## src/rtl/pcileech_sys_ctl_if.sv

```systemverilog
// Signal bundle between the system controller and the top level: raw buttons and
// activity levels in, sequenced resets, LED controls, tick counter and state out.
interface pcileech_sys_ctl_if;
  logic        btn_north_raw;
  logic        btn_south_raw;
  logic        act_com;
  logic        act_pcie;
  logic        rst_sys;
  logic        ft601_rst_n;
  logic        btn_invert;
  logic [63:0] tickcount64;
  logic [2:0]  gpio_led;
  logic [1:0]  dbg_state;

  // All signals are plain levels sampled on clk; there is no valid/ready handshake.
  modport master (
    output btn_north_raw, btn_south_raw, act_com, act_pcie,
    input  rst_sys, ft601_rst_n, btn_invert, tickcount64, gpio_led, dbg_state
  );

  modport slave (
    input  btn_north_raw, btn_south_raw, act_com, act_pcie,
    output rst_sys, ft601_rst_n, btn_invert, tickcount64, gpio_led, dbg_state
  );
endinterface

```

## src/rtl/pcileech_sys_ctl.sv

```systemverilog
// Reset sequencer and front-panel controller (debounced buttons, tick counter, LEDs).
// Define PCILEECH_SYS_CTL_LED_STRETCH_EN to build the LED minimum on-time counters.
module pcileech_sys_ctl #(
  parameter int unsigned POR_CYCLES          = 64,
  parameter int unsigned FT601_SETTLE_CYCLES = 32,
  parameter int unsigned DEBOUNCE_CYCLES     = 1000000,
  parameter int unsigned LED_STRETCH_CYCLES  = 5000000,
  parameter int unsigned HEARTBEAT_BIT       = 26
) (
  input  logic               clk,
  input  logic               rst,
  pcileech_sys_ctl_if.slave  bus
);

  localparam int unsigned SEQ_MAX = (POR_CYCLES > FT601_SETTLE_CYCLES) ? POR_CYCLES
                                                                       : FT601_SETTLE_CYCLES;
  localparam int unsigned SEQ_W   = $clog2(SEQ_MAX + 1);
  localparam int unsigned DB_W    = $clog2(DEBOUNCE_CYCLES + 1);

  typedef enum logic [1:0] {
    S_POR    = 2'd0,
    S_SETTLE = 2'd1,
    S_RUN    = 2'd2,
    S_HOLD   = 2'd3
  } state_t;

  state_t            state, state_n;
  logic [SEQ_W-1:0]  seq_cnt, seq_cnt_n;
  logic              rst_sys_q;
  logic              ft601_rst_n_q;
  logic [63:0]       tick_q;
  logic [2:0]        led_q;

  // Bit 0 is the north (reset) button, bit 1 the south (invert) button.
  logic [1:0]        sync1, sync2, db;
  logic [DB_W-1:0]   db_cnt [2];

  logic              str_com, str_pcie;

  always_ff @(posedge clk) begin
    if (rst) begin
      sync1 <= '0;
      sync2 <= '0;
      db    <= '0;
      for (int i = 0; i < 2; i++) db_cnt[i] <= '0;
    end else begin
      sync1 <= {bus.btn_south_raw, bus.btn_north_raw};
      sync2 <= sync1;
      for (int i = 0; i < 2; i++) begin
        if (sync2[i] == db[i]) begin
          db_cnt[i] <= '0;
        end else if (db_cnt[i] == DB_W'(DEBOUNCE_CYCLES - 1)) begin
          db[i]     <= sync2[i];
          db_cnt[i] <= '0;
        end else begin
          db_cnt[i] <= db_cnt[i] + 1'b1;
        end
      end
    end
  end

  // A held north button overrides any sequence step, including a same-cycle expiry.
  always_comb begin
    state_n   = state;
    seq_cnt_n = seq_cnt;
    if (db[0]) begin
      state_n   = S_HOLD;
      seq_cnt_n = '0;
    end else begin
      case (state)
        S_POR: begin
          if (seq_cnt == SEQ_W'(POR_CYCLES - 1)) begin
            state_n   = S_SETTLE;
            seq_cnt_n = '0;
          end else begin
            seq_cnt_n = seq_cnt + 1'b1;
          end
        end
        S_SETTLE: begin
          if (seq_cnt == SEQ_W'(FT601_SETTLE_CYCLES - 1)) begin
            state_n   = S_RUN;
            seq_cnt_n = '0;
          end else begin
            seq_cnt_n = seq_cnt + 1'b1;
          end
        end
        S_RUN: begin
          seq_cnt_n = '0;
        end
        S_HOLD: begin
          state_n   = S_POR;
          seq_cnt_n = '0;
        end
        default: begin
          state_n   = S_POR;
          seq_cnt_n = '0;
        end
      endcase
    end
  end

  // Outputs are decoded from the next state so they move on the transition edge.
  always_ff @(posedge clk) begin
    if (rst) begin
      state         <= S_POR;
      seq_cnt       <= '0;
      rst_sys_q     <= 1'b1;
      ft601_rst_n_q <= 1'b0;
    end else begin
      state         <= state_n;
      seq_cnt       <= seq_cnt_n;
      rst_sys_q     <= (state_n != S_RUN);
      ft601_rst_n_q <= (state_n == S_SETTLE) || (state_n == S_RUN);
    end
  end

  always_ff @(posedge clk) begin
    if (rst) tick_q <= '0;
    else     tick_q <= tick_q + 64'd1;
  end

`ifdef PCILEECH_SYS_CTL_LED_STRETCH_EN
  localparam int unsigned ST_W = $clog2(LED_STRETCH_CYCLES + 1);

  logic [ST_W-1:0] str_cnt [2];
  logic [1:0]      act;

  assign act = {bus.act_pcie, bus.act_com};

  always_ff @(posedge clk) begin
    for (int i = 0; i < 2; i++) begin
      if (rst || rst_sys_q) begin
        str_cnt[i] <= '0;
      end else if (act[i]) begin
        str_cnt[i] <= ST_W'(LED_STRETCH_CYCLES);
      end else if (str_cnt[i] != '0) begin
        str_cnt[i] <= str_cnt[i] - 1'b1;
      end
    end
  end

  assign str_com  = (str_cnt[0] != '0);
  assign str_pcie = (str_cnt[1] != '0);
`else
  assign str_com  = bus.act_com;
  assign str_pcie = bus.act_pcie;
`endif

  // LEDs are active-low; reset leaves them all dark.
  always_ff @(posedge clk) begin
    if (rst) begin
      led_q <= 3'b111;
    end else begin
      led_q <= {~str_pcie, ~(str_com ^ db[1]), tick_q[HEARTBEAT_BIT] ^ db[1] ^ db[0]};
    end
  end

  assign bus.rst_sys     = rst_sys_q;
  assign bus.ft601_rst_n = ft601_rst_n_q;
  assign bus.btn_invert  = db[1];
  assign bus.tickcount64 = tick_q;
  assign bus.gpio_led    = led_q;
  assign bus.dbg_state   = state;

endmodule

```

## src/flat_wrapper.sv

```systemverilog
// flat-port wrapper written by rule: the top's interface ports become plain ports
module pcileech_sys_ctl_flat 
#(
  parameter int unsigned POR_CYCLES          = 64,
  parameter int unsigned FT601_SETTLE_CYCLES = 32,
  parameter int unsigned DEBOUNCE_CYCLES     = 1000000,
  parameter int unsigned LED_STRETCH_CYCLES  = 5000000,
  parameter int unsigned HEARTBEAT_BIT       = 26
)
  (clk, rst, bus_btn_north_raw, bus_btn_south_raw, bus_act_com, bus_act_pcie, bus_rst_sys, bus_ft601_rst_n, bus_btn_invert, bus_tickcount64, bus_gpio_led, bus_dbg_state);
  pcileech_sys_ctl_if bus_i ();
  input  logic clk;
  input  logic rst;
  input wire logic [$bits(bus_i.btn_north_raw)-1:0] bus_btn_north_raw;
  input wire logic [$bits(bus_i.btn_south_raw)-1:0] bus_btn_south_raw;
  input wire logic [$bits(bus_i.act_com)-1:0] bus_act_com;
  input wire logic [$bits(bus_i.act_pcie)-1:0] bus_act_pcie;
  output wire logic [$bits(bus_i.rst_sys)-1:0] bus_rst_sys;
  output wire logic [$bits(bus_i.ft601_rst_n)-1:0] bus_ft601_rst_n;
  output wire logic [$bits(bus_i.btn_invert)-1:0] bus_btn_invert;
  output wire logic [$bits(bus_i.tickcount64)-1:0] bus_tickcount64;
  output wire logic [$bits(bus_i.gpio_led)-1:0] bus_gpio_led;
  output wire logic [$bits(bus_i.dbg_state)-1:0] bus_dbg_state;
  assign bus_i.btn_north_raw = bus_btn_north_raw;
  assign bus_i.btn_south_raw = bus_btn_south_raw;
  assign bus_i.act_com = bus_act_com;
  assign bus_i.act_pcie = bus_act_pcie;
  assign bus_rst_sys = bus_i.rst_sys;
  assign bus_ft601_rst_n = bus_i.ft601_rst_n;
  assign bus_btn_invert = bus_i.btn_invert;
  assign bus_tickcount64 = bus_i.tickcount64;
  assign bus_gpio_led = bus_i.gpio_led;
  assign bus_dbg_state = bus_i.dbg_state;
  pcileech_sys_ctl #(.POR_CYCLES(POR_CYCLES), .FT601_SETTLE_CYCLES(FT601_SETTLE_CYCLES), .DEBOUNCE_CYCLES(DEBOUNCE_CYCLES), .LED_STRETCH_CYCLES(LED_STRETCH_CYCLES), .HEARTBEAT_BIT(HEARTBEAT_BIT)) u_core (.clk(clk), .rst(rst), .bus(bus_i));
endmodule
```

## config.mk

```make
export PLATFORM = sky130hd
export DESIGN_NAME = pcileech_sys_ctl_flat
export DESIGN_NICKNAME = d
export VERILOG_FILES = /design/src/rtl/pcileech_sys_ctl_if.sv /design/src/rtl/pcileech_sys_ctl.sv /design/src/flat_wrapper.sv
export SDC_FILE = /design/constraint.sdc
export NUM_CORES = 1
export LEC_CHECK = 0
export ABC_AREA = 1
export ABC_CLOCK_PERIOD_IN_PS = 3840
export CORE_AREA = 5 5 137 139
export CTS_BUF_LIST = sky130_fd_sc_hd__clkbuf_4 sky130_fd_sc_hd__clkbuf_8
export CTS_CLUSTER_DIAMETER = 30
export CTS_CLUSTER_SIZE = 16
export DETAILED_ROUTE_END_ITERATION = 10
export DIE_AREA = 0 0 142 144
export HOLD_SLACK_MARGIN = 0.12
export MAX_ROUTING_LAYER = met4
export SYNTH_ARGS = -nofsm -noshare
export SYNTH_HDL_FRONTEND = slang
export SYNTH_SLANG_ARGS = --single-unit
```

## constraint.sdc

```tcl
create_clock -name clk -period 3.84 [get_ports clk]
set_clock_uncertainty 0.2 [all_clocks]
set_input_delay 0.768 -clock clk [delete_from_list [all_inputs] [get_ports clk]]
set_output_delay 0.768 -clock clk [all_outputs]
set_load 0.03 [all_outputs]
```

==> results of run 1 <==
synth_stat cells:
master    count  area (um^2)
o2111a_1      1         11.3
nand3_1      44          220
or2_0        14         87.6
buf_1         2         7.51
buf_2         2         10.0
a21o_1        1         7.51
nand4_1      24          150
edfxtp_1     40         1200
xor2_1        9         78.8
xnor2_1      16          140
nor2_4        7         78.8
nor2_2       11         68.8
dfxtp_1      84         1680
o21a_1        4         30.0
ha_1          5         62.6
nor4_1        1         6.26
nand2_4       4         45.0
nand3b_1      5         37.5
nand3_2       1         10.0
a31oi_1       1         6.26
a21oi_1      72          360
conb_1        1         3.75
inv_1        88          330
nand2_2       7         43.8
nor2_1      209          785
o21ai_0      29          145
buf_4         2         15.0
nor2_8        1         20.0
nand2_1     257          965
nor3b_1       2         15.0
o21ai_1       3         15.0
nor3_2        1         10.0
inv_2         6         22.5
or2_2         3         18.8
clkbuf_1      6         22.5
nor3_1       12         60.1
flip-flops by register name (all words and copies together) (netlist names), 2 cells and up:
register,count
u_core.bus.tickcount64,64
u_core.db_cnt,40
u_core.seq_cnt,7
u_core.bus.gpio_led,3
u_core.bus.dbg_state,2
u_core.db,2
u_core.sync1,2
u_core.sync2,2
layout make-up:
class	instances	area [um^2]
tap	229	287
clock inverter	11	118
multi-input combinational	784	3630
fill	1851	9210
timing repair buffer	79	781
clock buffer	21	277
sequential	124	2880
inverter	94	353
per-layer routing:
| metal | up-vias | global-route usage | routed length [um] | share of wire |
|---|---|---|---|---|
| li1 | 3364 | - | - | - |
| met3 | 28 | 0.0364 | 777 | 0.042 |
| met2 | 149 | 0.302 | 8500 | 0.46 |
| met4 | 0 | 0.0702 | 389 | 0.021 |
| met5 | - | - | 0 | 0 |
| met1 | 2855 | 0.248 | 8720 | 0.47 |
per-stage QoR:
step           power (mW)  instance area (um^2)  utilization
3_5_place_dp         1.53                  7930        0.452
5_1_grt              2.79                  8330        0.475
2_1_floorplan        1.50                  6920            -
3_3_place_gp         1.53                  7930        0.452
6_report             2.67                  8330        0.475
4_1_cts              2.70                  8330        0.475
power groups by stage:
| stage | clock, mW | sequential (mW) | combinational (mW) |
|---|---|---|---|
| final | 1.17 | 1.40 | 0.0966 |
| after global routing | 1.27 | 1.41 | 0.111 |
| after CTS | 1.20 | 1.40 | 0.0973 |
| after detailed placement | 0 | 1.43 | 0.0968 |
| after global placement | 0 | 1.43 | 0.0962 |
| after floorplan | 0 | 1.44 | 0.0611 |
tightest hold or removal path, stage by stage (launching register included):
cell and delay [ns]:
dfxtp_1 0.30, inv_1 0.04, nor2_1 0.03
path summary, 6_finish.rpt:
check,to,slack (ns),depth (start not counted)
worst min-delay path,u_core.sync2[1],0.21,2
worst max register to register,u_core.db_cnt[1][17],1.37,8
worst min register to register,u_core.sync2[1],0.21,2
worst max-delay path,bus_tickcount64[30],1.19,1
cell families (layout without fill, tap and decap cells):
family,Yosys count,after routing,synth area share
simple gates,603,603,0.387
flops,124,124,0.426
compound gates,111,111,0.0850
buf+inv,106,205,0.0602
xor+xnor,25,25,0.0323
fa+ha+maj,5,5,0.00924
other cells,1,40,0.000554
==> impl_metrics.ini, run 1 <==
[timing]
max_clock_freq_mhz = 377
slew_violations = 0
hold_violations = 0
slew_headroom = 0.532
fin_ws_ns = 1.19
setup_viol = 0
worst_pin_slew_ns = 0.700
rsz0062_at_grt = false
whs_ns = 0.209
period_share = 0.690
finalSetupTns_ns = 0
fin_crit_ns = 2.65

[yosys]
synth-seq-cells = 124
ys_seq_area_frac = 0.426
avgSynthCellArea_um2 = 6.95
synthCells = 975
yosysWarningCount = 0
syn-cell-area_um2 = 6770
yosysUniqueCellTypes = 36

[route]
ant_nets = 0
dr.pass1.iters = 6
wl_per_cell_um = 13.7
drc = 0
drt_iter0_drc = 447
drt-total-wl_um = 18400
num_vias = 6396
vias_per_cell = 4.77

[critical_path]
arrival_ns = 1.68
crit_chain = clkdlybuf4s50_1
slowest_delay_ns = 0.74
critical_path_required_ns = 2.87
r2r-start = u_core.db_cnt[1][0]
critPathSlowestCell = clkdlybuf4s50_1
crit_type = reg2out
cp-end-kind = primary output
critPathBufInv = 1
cp-start-kind = register
crit_family = buffers and inverters
crit_start = u_core.bus.tickcount64[30]
critPathMaxFanout = 5

[placement]
dp_cells = 1310
io_buffers = 77
place_ws_ns = 1.15
gp_congestion = 0.952
dp_hpwl_um = 14200

[clock_network]
cts.clk_slew.worst_paths_ns = 0.08
cts_buffer_depth = 2
clk_latency_ns = 0.46
ctsHoldBuffers = 0
cts_buffers = 17
htree_levels = 4
cts_root_buf = clkbuf_8
cts_sinks = 124
post_cts_resize_count = 0
post_cts_buffers = 0
cts_tree = yes

[power]
power.share.switching = 0.239
ir_drop_mv = 0.213
powerDensity_nw_per_um2 = 321
p_seq_frac = 0.525
clockPowerShare = 0.439
p_leak_nw = 2.81
internal_power_mw = 2.03
power_frac_comb = 0.036
p_switching_mw = 0.640

[global_route]
grt_pass1_vias = 6046
grt_overflow = 0
grt_usage = 0.192
grt_pass1_wl_um = 30000
antenna_found_initial = 0
grt_max_degree = 59

[floorplanning]
core.rowCount = 49
die_h_um = 144
io_pins = 78
initial_utilization = 0.386
die-area_um2 = 20400
die_w_um = 142
core_region_area_um2 = 17500

[final_layout]
layout.nets = 1111
stdcell_count = 1342
area_growth_syn_to_layout_pct = 22.9
final_common_cell = nand2_1
drive_gt1_frac = 0.0683
layout_common_cells = nand2_1, nor2_1, inv_1
antenna_cells = 0

[status]
status = completed

[worst_hold_path]
hold_class = reg2reg
holdCritStartpoint = u_core.sync1[1]

[flow_run]
drv_cap = 0
No activity file was read; power rests on OpenSTA's default activity.
==> inputs of run 2 (changes only) <==
- ABC_CLOCK_PERIOD_IN_PS: 3840 -> 2300
- clock period: 3.84 -> 2.3 ns (I/O delays scaled with it)
==> run 2 against run 1 <==
Effect of this change: register-to-register slack worse by 1.1 ns; flip-flop and latch count stayed put; non-clock buffer count is 7 higher; via count is 0.48% higher; utilization is 0.85 points higher; setup slack worse by 1.1 ns; cell count is 0.52% higher; first-iteration DRC count is 32% lower; total power is 71% higher; sequential power is 67% higher; sequential share of layout area is 0.61 points lower; die area stayed put; critical path type unchanged; critical endpoint is now bus_tickcount64[20].
==> impl_metrics.ini, run 2 (synthesis results as in run 1) <==
[status]
status = completed

[critical_path]
critPathBufInv = 1
arrival_ns = 1.57
cp-start-kind = register
reg2reg_depth = 9
critical_path_required_ns = 1.64
crit_family = buffers and inverters
crit_chain = clkdlybuf4s50_1
critPathSlowestCell = clkdlybuf4s50_1
path_depth = 1
cp-end-kind = primary output
slowest_delay_ns = 0.71
crit_type = reg2out
critPathMaxFanout = 5

[timing]
slew_violations = 0
finalSetupTns_ns = 0
max_clock_freq_mhz = 449
fin_ws_ns = 0.0710
hold_violations = 0
fin_crit_ns = 2.23
rsz0062_at_grt = false
period_share = 0.969
setup_viol = 0

[power]
power.share.switching = 0.226
ir_drop_mv = 0.330
powerDensity_nw_per_um2 = 539
clockPowerShare = 0.449
p_seq_frac = 0.513
internal_power_mw = 3.53
total_power_mw = 4.57
p_switching_mw = 1.03
p_leak_nw = 3.25
power_frac_comb = 0.037

[clock_network]
cts_root_buf = clkbuf_8
cts_buffers = 17
cts_buffer_depth = 2
cts_tree = yes
htree_levels = 4
clk_latency_ns = 0.43
cts_sinks = 124
cts.clk_slew.worst_paths_ns = 0.07

[route]
ant_nets = 0
drt_iter0_drc = 306
wl_per_cell_um = 14.1
dr.pass1.iters = 4
vias_per_cell = 4.76
drt-total-wl_um = 19000
drc = 0
num_vias = 6427

[global_route]
grt_pass1_wl_um = 31000
grt_overflow = 0
grt_usage = 0.198
antenna_found_initial = 0
grt_max_degree = 51
grt_pass1_vias = 6164

[placement]
dp_hpwl_um = 14600
dp_cells = 1316
io_buffers = 77
place_ws_ns = 0.199
gp_congestion = 0.958

[final_layout]
final_common_cell = nand2_1
layout_common_cells = nand2_1, nor2_1, inv_1
antenna_cells = 0
finish.utilization = 0.483
area_growth_syn_to_layout_pct = 25.1
layout.nets = 1118
drive_gt1_frac = 0.0732
largest_register_ffs = 64
stdcell_count = 1349

[floorplanning]
die_w_um = 142
die_h_um = 144
io_pins = 78
initial_utilization = 0.386
core.rowCount = 49
core_region_area_um2 = 17500
die-area_um2 = 20400

[worst_hold_path]
whs_path_depth = 2
hold_class = reg2reg

[flow_run]
drv_cap = 0
==> run 2: changes by cell type in the layout (fill, tap and decap cells not counted), moves of 2 or more <==
cell,before,now
buf_4,2,5
buf_12,0,3
clkinv_2,5,3
clkbuf_8,19,23
dlygate4sd2_1,0,14
dlymetal6s2s_1,0,16
clkdlybuf4s50_1,76,46
==> run 2: metal layers <==
metal,vias to the layer above,track usage,share of wire,wire length [um]
met5,-,-,0,0
met4,0,0.0616,0.021,408
met3,25,0.0370,0.035,657
met2,153,0.313,0.47,8860
met1,2886,0.258,0.48,9080
li1,3363,-,-,-
==> run 2: power by group through the flow <==
stage,combinational [mW],sequential [mW],clock (mW)
after CTS,0.171,2.34,2.10
after floorplan,0.102,2.40,0
final,0.170,2.34,2.05
after global routing,0.193,2.35,2.20
after global placement,0.170,2.39,0
after detailed placement,0.169,2.39,0
==> run 2: area by class of cell <==
class / count / area [um^2]
clock buffers: 26 / 339
clock inverters: 6 / 82.6
fillers: 1817 / 9060
inverters: 94 / 353
multi-input cells: 784 / 3630
flip-flops and latches: 124 / 2880
well taps: 229 / 287
repair buffers: 86 / 896
==> run 2: metrics by stage <==
stage,hold WS [ns],cell area [um^2]
floorplan,0.188,6920
global placement,0.194,8010
global route,0.212,8470
detailed placement,0.193,8010
finish,0.202,8470
CTS,0.202,8430
==> run 2: worst paths after layout <==
path / from / endpoint / slack, ns
setup / recovery: u_core.bus.tickcount64[20] / bus_tickcount64[20] / 0.07
hold / removal: u_core.sync1[1] / u_core.sync2[1] / 0.20
setup reg to reg: u_core.db_cnt[1][0] / u_core.db_cnt[1][17] / 0.23
hold reg to reg: u_core.sync1[1] / u_core.sync2[1] / 0.20
==> run 2: what timing repair did <==
| item | in CTS | in global routing |
|---|---|---|
| resized for setup | 14 | 17 |
| hold buffers | 1 | 0 |
| endpoints found under the setup margin | 14 | 29 |
| buffers inserted | 0 | 0 |
| hold endpoints to repair | 1 | 0 |
==> inputs of run 3 (changes only) <==
- CTS_CLUSTER_DIAMETER: 30 -> 100
- GPL_TIMING_DRIVEN: not set -> 0
- PLACE_DENSITY: not set -> 0.66
==> run 3 against run 2 <==
Effect of this change: register-to-register slack got worse by 0.03 ns; largest power group unchanged; worst hold slack got worse by 0.0014 ns; count of clock-buffer cells in the layout decreased by 6; global-route usage decreased by 0.30 points; sequential share of layout area increased by 0.12 points; sequential power about the same; clock power decreased by 2%.
==> impl_metrics.ini, run 3 (synthesis results as in run 1) <==
[critical_path]
rrSetupSlack_ns = 0.20
critPathSlowestCell = clkdlybuf4s50_1
r2r-start = u_core.db_cnt[1][0]
cp-start-kind = register
crit_chain = clkdlybuf4s50_1
timing.critical_path.to = bus_tickcount64[0]
crit_start = u_core.bus.tickcount64[0]
arrival_ns = 1.58
crit_type = reg2out
critPathMaxFanout = 5
path_depth = 1
cp-end-kind = primary output
critical_path_required_ns = 1.64
slowest_delay_ns = 0.72
reg2reg_to = u_core.db_cnt[1][11]
critPathBufInv = 1
reg2reg_depth = 9
crit_family = buffers and inverters

[timing]
whs_ns = 0.201
setup_viol = 0
max_clock_freq_mhz = 447
rsz0062_at_grt = false
slew_headroom = 0.506
period_share = 0.974
slew_violations = 0
worst_pin_slew_ns = 0.741
fin_ws_ns = 0.0607
fin_crit_ns = 2.24
hold_violations = 0

[floorplanning]
core.rowCount = 49
core_region_area_um2 = 17500
die_w_um = 142
io_pins = 78
die_h_um = 144
initial_utilization = 0.386
die-area_um2 = 20400

[final_layout]
layout_common_cells = nand2_1, nor2_1, inv_1
area_growth_syn_to_layout_pct = 24.7
final_common_cell = nand2_1
layout.nets = 1121
fillers = 1837
antenna_cells = 0
largest_register_ffs = 64
drive_gt1_frac = 0.0677

[power]
internal_power_mw = 3.47
powerDensity_nw_per_um2 = 537
power_frac_comb = 0.039
power.share.switching = 0.233
clockPowerShare = 0.444
p_switching_mw = 1.06
p_seq_frac = 0.517
ir_drop_mv = 0.427
p_leak_nw = 3.36

[placement]
io_buffers = 77
dp_hpwl_um = 14700
gp_congestion = 1.00
place_ws_ns = -0.315

[route]
drt-total-wl_um = 18700
vias_per_cell = 4.79
num_vias = 6478
wl_per_cell_um = 13.9
drt_iter0_drc = 437
ant_nets = 0
dr.pass1.iters = 5
drc = 0

[global_route]
grt_usage = 0.195
grt_overflow = 0
grt_pass1_vias = 6134
grt_max_degree = 17
antenna_found_initial = 0
grt_pass1_wl_um = 30400

[clock_network]
cts_tree = yes
cts_buffer_depth = 2
cts.clk_slew.worst_paths_ns = 0.07
clk_latency_ns = 0.44
htree_levels = 4
cts_root_buf = clkbuf_8
cts_sinks = 124
cts_buffers = 17

[status]
status = completed

[flow_run]
drv_cap = 0

[worst_hold_path]
hold_class = reg2reg
[run 3: per-stage QoR]
stage,power (mW),setup TNS (ns),instance area [um^2],std cells,utilization
after global placement,2.56,-11.34,7980,1320,0.455
after detailed placement,2.57,-11.64,7980,1320,0.455
final,4.53,0,8450,1351,0.482
after floorplan,2.50,0,6920,1014,-
after CTS,4.57,0,8370,1351,0.477
after global routing,4.71,0,8450,1351,0.482
[run 3: worst min path at each step]
stage,startpoint,end,slack [ns],cells past startpoint
2_1_floorplan,u_core.sync1[0],u_core.sync2[0],0.19,2
3_3_place_gp,u_core.sync1[1],u_core.sync2[1],0.19,2
3_5_place_dp,u_core.sync1[1],u_core.sync2[1],0.19,2
4_1_cts,u_core.sync1[1],u_core.sync2[1],0.20,2
5_1_grt,u_core.sync1[0],u_core.sync2[0],0.23,2
6_report,u_core.sync1[1],u_core.sync2[1],0.20,2
[run 3: metal layers]
layer | vias to the layer above | track usage | share of wire
li1 | 3365 | - | -
met1 | 2878 | 0.250 | 0.47
met2 | 196 | 0.304 | 0.45
met3 | 39 | 0.0397 | 0.053
met4 | 0 | 0.0737 | 0.026
met5 | - | - | 0
[run 3: area by class of cell]
class	count	area, um^2	area share
Multi-Input combinational cell	784	3640	0.431
Buffer	12	55.1	0.00652
Timing Repair Buffer	77	826	0.0978
Inverter	94	353	0.0418
Sequential cell	124	2880	0.341
Clock inverter	11	143	0.0169
Clock buffer	20	263	0.0311
Tap cell	229	287	0.0339
[run 3: power by group through the flow]
stage	registers, mW	logic (mW)	clock network [mW]
after floorplan	2.40	0.102	0
after detailed placement	2.39	0.174	0
after global placement	2.39	0.173	0
after CTS	2.34	0.174	2.05
after global routing	2.35	0.200	2.16
final	2.34	0.175	2.01
[run 3: timing repair]
| action | in CTS | in global routing |
|---|---|---|
| buffers inserted | 0 | 0 |
| resized for setup | 8 | 28 |
| endpoints found under the setup margin | 8 | 46 |
| pin swaps | 0 | 1 |
| hold buffers | 0 | 0 |
| endpoints found under the hold margin | 0 | 0 |
